### config.mk
export PLATFORM = sky130hd
export DESIGN_NAME = barrier_ctrl
export DESIGN_NICKNAME = d
export VERILOG_FILES = /design/src/rtl/barrier_ctrl.sv
export SDC_FILE = /design/constraint.sdc
export NUM_CORES = 1
export LEC_CHECK = 0
export BUFFER_PORTS_ARGS = -buffer_cell sky130_fd_sc_hd__buf_2
export CAP_MARGIN = 20
export CORE_UTILIZATION = 40
export DETAILED_ROUTE_END_ITERATION = 8
export PLACE_DENSITY = 0.64
export SLEW_MARGIN = 15
export SYNTH_ARGS = -nofsm -noshare
export SYNTH_HDL_FRONTEND = slang
export SYNTH_SLANG_ARGS = --single-unit
### constraint.sdc
create_clock -name i_clk -period 2.48 [get_ports i_clk]
set_input_delay 0.248 -clock i_clk [delete_from_list [all_inputs] [get_ports i_clk]]
set_output_delay 0.248 -clock i_clk [all_outputs]
set_load 0.005 [all_outputs]
### src/rtl/barrier_ctrl.sv
// barrier_ctrl: game-side controller for a single barrier sprite.
// Spawns barrier passes after a pseudo-random idle gap, judges each pass as
// a collision or a clear, and maintains lives, score and game-over status.
// The v_sync rising edge is the frame tick; everything runs on i_clk.
module barrier_ctrl #(
    parameter int         LIVES_INIT    = 3,
    parameter int         TRAVEL_FRAMES = 36,
    parameter int         MIN_GAP       = 2,
    parameter logic [7:0] LFSR_SEED     = 8'hA5
) (
    input  logic       i_clk,
    input  logic       i_rst,
    input  logic       i_v_sync,
    input  logic       i_enable,
    input  logic       i_barrier_hit,
    input  logic       i_player_hit,
    input  logic       i_in_position,
    output logic       o_active,
    output logic       o_collision,
    output logic       o_cleared,
    output logic [1:0] o_lives,
    output logic [7:0] o_score,
    output logic       o_game_over,
    output logic [2:0] o_state
);

    typedef enum logic [2:0] {
        S_IDLE  = 3'd0,
        S_GAP   = 3'd1,
        S_RUN   = 3'd2,
        S_HIT   = 3'd3,
        S_CLEAR = 3'd4,
        S_OVER  = 3'd5
    } state_t;

    localparam logic [7:0] MIN_GAP_W = 8'(MIN_GAP);
    localparam logic [7:0] TRAVEL_W  = 8'(TRAVEL_FRAMES);
    localparam logic [1:0] LIVES_W   = 2'(LIVES_INIT);
    // Galois feedback mask for x^8+x^6+x^5+x^4+1 (right-shifting form)
    localparam logic [7:0] LFSR_MASK = 8'hB8;

    state_t     state_reg, state_next;
    logic       vs_d_reg;
    logic [7:0] lfsr_reg, lfsr_next;
    logic [7:0] gap_cnt_reg, gap_cnt_next;
    logic [7:0] frame_cnt_reg, frame_cnt_next;
    logic       hit_latch_reg, hit_latch_next;
    logic [1:0] lives_reg, lives_next;
    logic [7:0] score_reg, score_next;
    logic       active_reg, collision_reg, cleared_reg, game_over_reg;

    logic       f_tick;
    logic       hit_now;
    logic [7:0] lfsr_step;
    logic [1:0] lives_dec;

    assign f_tick    = i_v_sync & ~vs_d_reg;
    assign hit_now   = i_in_position & i_barrier_hit & i_player_hit;
    assign lfsr_step = {1'b0, lfsr_reg[7:1]} ^ (lfsr_reg[0] ? LFSR_MASK : 8'h00);
    assign lives_dec = (lives_reg == 2'd0) ? 2'd0 : lives_reg - 2'd1;

    // Next-state and datapath decisions for the pass sequencer
    always_comb begin
        state_next     = state_reg;
        gap_cnt_next   = gap_cnt_reg;
        frame_cnt_next = frame_cnt_reg;
        hit_latch_next = hit_latch_reg;
        lives_next     = lives_reg;
        score_next     = score_reg;
        // The LFSR freezes once the game is over so the spawn pattern is
        // only a function of frames actually played.
        lfsr_next      = (f_tick && state_reg != S_OVER) ? lfsr_step : lfsr_reg;

        case (state_reg)
            S_IDLE: begin
                if (i_enable && lives_reg != 2'd0) begin
                    state_next   = S_GAP;
                    gap_cnt_next = MIN_GAP_W + {4'd0, lfsr_reg[3:0]};
                end
            end
            S_GAP: begin
                if (!i_enable) begin
                    state_next     = S_IDLE;
                    hit_latch_next = 1'b0;
                end else if (f_tick) begin
                    if (gap_cnt_reg == 8'd0) begin
                        state_next     = S_RUN;
                        frame_cnt_next = 8'd0;
                        hit_latch_next = 1'b0;
                    end else begin
                        gap_cnt_next = gap_cnt_reg - 8'd1;
                    end
                end
            end
            S_RUN: begin
                if (!i_enable) begin
                    state_next     = S_IDLE;
                    hit_latch_next = 1'b0;
                end else begin
                    if (hit_now) begin
                        hit_latch_next = 1'b1;
                    end
                    if (f_tick) begin
                        // A hit seen in the final frame beats the timeout
                        if (hit_latch_reg || hit_now) begin
                            state_next = S_HIT;
                        end else if (frame_cnt_reg + 8'd1 == TRAVEL_W) begin
                            state_next = S_CLEAR;
                        end else begin
                            frame_cnt_next = frame_cnt_reg + 8'd1;
                        end
                    end
                end
            end
            S_HIT: begin
                lives_next = lives_dec;
                state_next = (lives_dec == 2'd0) ? S_OVER : S_IDLE;
            end
            S_CLEAR: begin
                score_next = (score_reg == 8'hFF) ? score_reg : score_reg + 8'd1;
                state_next = S_IDLE;
            end
            S_OVER: begin
                state_next = S_OVER;
            end
            default: begin
                state_next = S_IDLE;
            end
        endcase
    end

    // State, counters and registered outputs; reset overrides everything
    always_ff @(posedge i_clk) begin
        if (i_rst) begin
            state_reg     <= S_IDLE;
            vs_d_reg      <= 1'b0;
            lfsr_reg      <= LFSR_SEED;
            gap_cnt_reg   <= 8'd0;
            frame_cnt_reg <= 8'd0;
            hit_latch_reg <= 1'b0;
            lives_reg     <= LIVES_W;
            score_reg     <= 8'd0;
            active_reg    <= 1'b0;
            collision_reg <= 1'b0;
            cleared_reg   <= 1'b0;
            game_over_reg <= 1'b0;
        end else begin
            state_reg     <= state_next;
            vs_d_reg      <= i_v_sync;
            lfsr_reg      <= lfsr_next;
            gap_cnt_reg   <= gap_cnt_next;
            frame_cnt_reg <= frame_cnt_next;
            hit_latch_reg <= hit_latch_next;
            lives_reg     <= lives_next;
            score_reg     <= score_next;
            active_reg    <= (state_next == S_RUN);
            collision_reg <= (state_next == S_HIT);
            cleared_reg   <= (state_next == S_CLEAR);
            game_over_reg <= (state_next == S_OVER);
        end
    end

    assign o_active    = active_reg;
    assign o_collision = collision_reg;
    assign o_cleared   = cleared_reg;
    assign o_lives     = lives_reg;
    assign o_score     = score_reg;
    assign o_game_over = game_over_reg;
    assign o_state     = state_reg;

endmodule

## Yosys cells after proc, flatten, opt, wreduce, memory -nomap -nowiden

Index checks and enable logic that the tools add are counted.

- Bitwise gates (word level): 6
- Reductions and logical operators: 14
- Equal/unequal tests: 24
- Multiplexer cells: 31
- Add/subtract/negate cells: 5

Operators with widths:

| cell | number |
|---|---|
| two-way mux 8 bit | 12 |
| one-hot mux 8 bit (2 select lines) | 2 |
| two-way mux 3 bit | 9 |
| inequality test 2 bit (second input constant) | 9 |
| adder 8 x 1 -> 8 bit (second input constant) | 2 |
| one-hot mux 3 bit (5 select lines) | 1 |
| == test 3 x 2 -> 1 bit (second input constant) | 4 |
| == test 3 bit (second input constant) | 4 |
| inequality test 3 bit (second input constant) | 4 |
| == test 8 x 6 -> 1 bit (second input constant) | 1 |
| == test 8 bit (second input constant) | 1 |
| logical NOT 8 bit | 1 |
| AND reduction 8 bit | 1 |
| subtractor 8 x 1 -> 8 bit (second input constant) | 1 |
| XOR 7 x 8 -> 8 bit | 1 |
| nonzero test 2 bit | 3 |
| adder 2 x 4 -> 5 bit (first input constant) | 1 |
| two-way mux 1 bit | 5 |
| AND reduction 5 bit | 1 |
| logical NOT 2 bit | 2 |
| AND reduction 4 bit | 1 |
| bitwise AND 1 bit | 3 |
| == test 3 x 1 -> 1 bit (second input constant) | 1 |
| logical NOT 3 bit | 1 |
| other kinds (7) | 9 |

- Output and inout port bits: 17
- Input port bits: 7
- Register bits: 43
- Word-level logic and storage cells: 92

## Logic depth before layout (Yosys ltp)

- Word-level depth: 8
- Mapped depth: 9
- Mapped depth without buffers: 8

## Worst setup path after synthesis

OpenSTA, ideal clock, no wires.

- Path kind: flip-flop to flip-flop
- From: register frame_cnt_reg[0]
- To: register frame_cnt_reg[0]
- Slack: 465 ps
- Data required time: 2,421 ps
- Setup time: 59 ps
- Cell stages (with the launch flop): 7
- Clock period less this slack: 2,015 ps
- Arrival: 1,956 ps
- Path buffers: 0
- Cell sequence: dfxtp_1 nand3_1 or3_1 xnor2_1 or3_4 a211oi_4 mux2_2

- Cells in the longest elaborated chain, start to end: 6

Ends and longest elaborated chain:

| item | line | text |
|---|---|---|
| start, declared | 46 | `logic [7:0] frame_cnt_reg, frame_cnt_next;` |
| start signal, assigned | 152 | `frame_cnt_reg <= frame_cnt_next;` |
| adder 8 x 1 -> 8 bit * | 107, 110 |  |
| two-way mux 8 bit | 107 | `end else if (frame_cnt_reg + 8'd1 == TRAVEL_W) begin` |
| two-way mux 8 bit | 105 | `if (hit_latch_reg \|\| hit_now) begin` |
| two-way mux 8 bit | 103 | `if (f_tick) begin` |
| two-way mux 8 bit | 96 | `if (!i_enable) begin` |
| one-hot mux 8 bit (2 select lines) | 74 | `case (state_reg)` |

Mark *: on every way between the ends. The rest lies on a longest branch, timed or not. The select of a mux whose other input is x is not followed.
A chain may end at the register's enable or synchronous reset.

## Worst setup path in the final report

- From: register gap_cnt_reg[0]
- To: register frame_cnt_reg[7]

- Cells in the longest elaborated chain, start to end: 3

Ends and longest elaborated chain:

| item | line | text |
|---|---|---|
| start, declared | 45 | `logic [7:0] gap_cnt_reg, gap_cnt_next;` |
| start signal, assigned | 151 | `gap_cnt_reg <= gap_cnt_next;` |
| logical NOT 8 bit | 86 | `if (gap_cnt_reg == 8'd0) begin` |
| inequality test 2 bit (no line) | n/a |  |
| AND reduction 8 bit (no line) | n/a |  |

No other way between the ends.

==> results.ini <==
[die]
ios = 24
core.rowCount = 26
initial_core_util_pct = 41.6
die-area_um2 = 5600
die_w_um = 74.9
core-area_um2 = 5110
die_y_um = 74.9

[worst_hold_path]
hp-class = input pin to register

[routing]
via_per_inst = 5.15
firstDrtPassIters = 4
routed_wl_um = 4080
wl_per_cell_um = 12.1
vias = 1731
drc = 0
drtIter0Drc = 78
ant_nets = 0

[grt]
grt_max_degree = 33
track_usage_pct = 15.6
first_global_vias = 1506
grt_pass1_wl_um = 6710
antenna_found_initial = 0
grt-ovfl-total = 0

[timing]
max_freq_ghz = 0.440
finalHoldViolations = 0
maxSlewHeadroom_pct = 58.7
period_share_pct = 91.6
hold_ws_ns = 0.178
min_period_ns = 2.27
setup_viol = 0
tightest_slew_ns = 0.620
setup_tns_ns = 0
setup_ws_ns = 0.208
fin_skew_ns = 0.0122
maxSlewViolCount = 0
rsz0062_at_grt = no

[clock_tree]
clock_sinks = 43
cts_root_buffer = clkbuf_8
htree_levels = 2
clockBufferDepth = 2
clk_latency_ns = 0.30
cts_buffers = 5
cts.clk_slew.worst_paths_ns = 0.09
cts_tree = done
ctsHoldBuffers = 0
postCtsResizedCells = 0
post-cts-setup-buffers = 0

[worst_setup_path]
slowest_delay_ns = 0.49
worstPathArrival_ns = 2.46
worst_ep_required_time_ns = 2.67
critPathMaxFanout = 8
startpoint = gap_cnt_reg[0]
critPathLaunchType = register
path_cells = inv_1, ha_1, or4b_4, nor4_1, and4_2, a211oi_4, a211o_1
crit_family = simple AND/OR/NAND/NOR gates
reg2reg_setup_slack_ns = 0.21
r2r_cells = 7
crit_type = register to register
crit_slowest_cell = or4b_4
end_kind = register
cp.depth = 7
cp-endpoint = frame_cnt_reg[7]
critPathBufInv = 1
r2r-start = gap_cnt_reg[0]
r2r-end = frame_cnt_reg[7]

[cells_and_area]
synthToLayoutAreaGrowth_pct = 13.4
nets = 277
stdcell_area_um2 = 2410
final_layout_size_suffix_gt1_share_pct = 18.0
stdcell_count = 336
fin_util_pct = 47.2
diodes = 0
n_fill_cell = 522

[yosys]
synthFlopType = dfxtp_1
syn_area_um2 = 2120
async_flop_share_pct = 0
yosys-top-cells-count = 43 x dfxtp_1, 31 x nor2_1, 18 x nand2_1
synth.top_cell.area_share_pct = 40.5
synth_cells = 240
synth-edff-count = 0
yosysMostFrequentCell = dfxtp_1
ys_seq_area_share_pct = 40.5
yosysWarnings = 0
synth_top_area_cell = dfxtp_1
synth.net_count = 252
yosysUniqueCellTypes = 57
syn_avg_cell_area_um2 = 8.85
synth.area.top_cells = dfxtp_1 41%, nor2_1 5.5%, xnor2_1 4.5%
ys_ff_latch = 43

[placement]
pre_cts_ws_ns = 0.262
placedInstanceArea_um2 = 2320
dp_hpwl_um = 2870
portBuffers = 23
gp_congestion = 0.786
dp.cells = 328

[run_status]
status = complete, no violations

[power_and_ir_drop]
power.switching_uw = 400
power.total_mw = 1.42
p_leak_nw = 0.952
p_int_mw = 1.02
power_frac_seq_pct = 53.3
pwr-share-clk_pct = 32.2
powerDensity_nw_per_um2 = 588
p_comb_share_pct = 14.5
swShare_pct = 28.3
peakVddDrop_v = 0.000256

[run]
max_cap_violations = 0

power by group through the flow:
stage / logic (mW) / registers, mW / clock network [mW]
global placement: 0.202 / 0.771 / 0
finish: 0.206 / 0.754 / 0.456
detailed placement: 0.204 / 0.771 / 0
global route: 0.233 / 0.760 / 0.492
CTS: 0.206 / 0.754 / 0.470
floorplan: 0.170 / 0.760 / 0
area by class of cell:
type | instances | area (µm²) | share of cell area, %
tap | 70 | 87.6 | 3.64
clock buffer | 5 | 68.8 | 2.86
clock inverter | 3 | 23.8 | 0.987
timing repair buffer | 27 | 145 | 6.03
inverter | 6 | 22.5 | 0.935
multi-input combinational | 182 | 1200 | 49.8
sequential | 43 | 861 | 35.7
kinds of logic after synthesis:
logic type      after synthesis  share of synthesized area (%)
mux                           5                           2.42
fa+ha+maj                     5                           2.95
flops                        43                           40.5
xor+xnor                     17                           7.01
simple gates                105                           26.9
buf+inv                      15                           2.95
compound gates               50                           17.3
placed cells by master, fill, tap and decap left out, types with 7 or more instances in the layout:
cell,count
a21oi_1,8
buf_2,23
dfxtp_1,43
nand2_1,18
nand2b_1,7
nand3_1,9
nor2_1,31
nor3_1,9
o21ai_0,11
xnor2_1,11
worst min-delay path by stage:
| stage | startpoint | end | depth (start not counted) | slack [ns] |
|---|---|---|---|---|
| after floorplan | i_v_sync | vs_d_reg | 1 | 0.38 |
| after global placement | i_v_sync | vs_d_reg | 2 | 0.47 |
| after detailed placement | i_v_sync | vs_d_reg | 2 | 0.48 |
| after CTS | i_v_sync | vs_d_reg | 2 | 0.17 |
| after global routing | i_v_sync | vs_d_reg | 2 | 0.21 |
| final | i_v_sync | vs_d_reg | 2 | 0.18 |
per-layer routing:
| layer | GRT usage [%] | part of all wire, % | routed length, µm | vias to the layer above |
|---|---|---|---|---|
| li1 | - | - | - | 905 |
| met1 | 21.5 | 51 | 2060 | 783 |
| met2 | 24.1 | 44 | 1810 | 38 |
| met3 | 3.61 | 4.0 | 162 | 5 |
| met4 | 5.03 | 0.93 | 38 | 0 |
| met5 | 0 | 0 | 0 | - |
No activity file was read; power rests on OpenSTA's default activity.
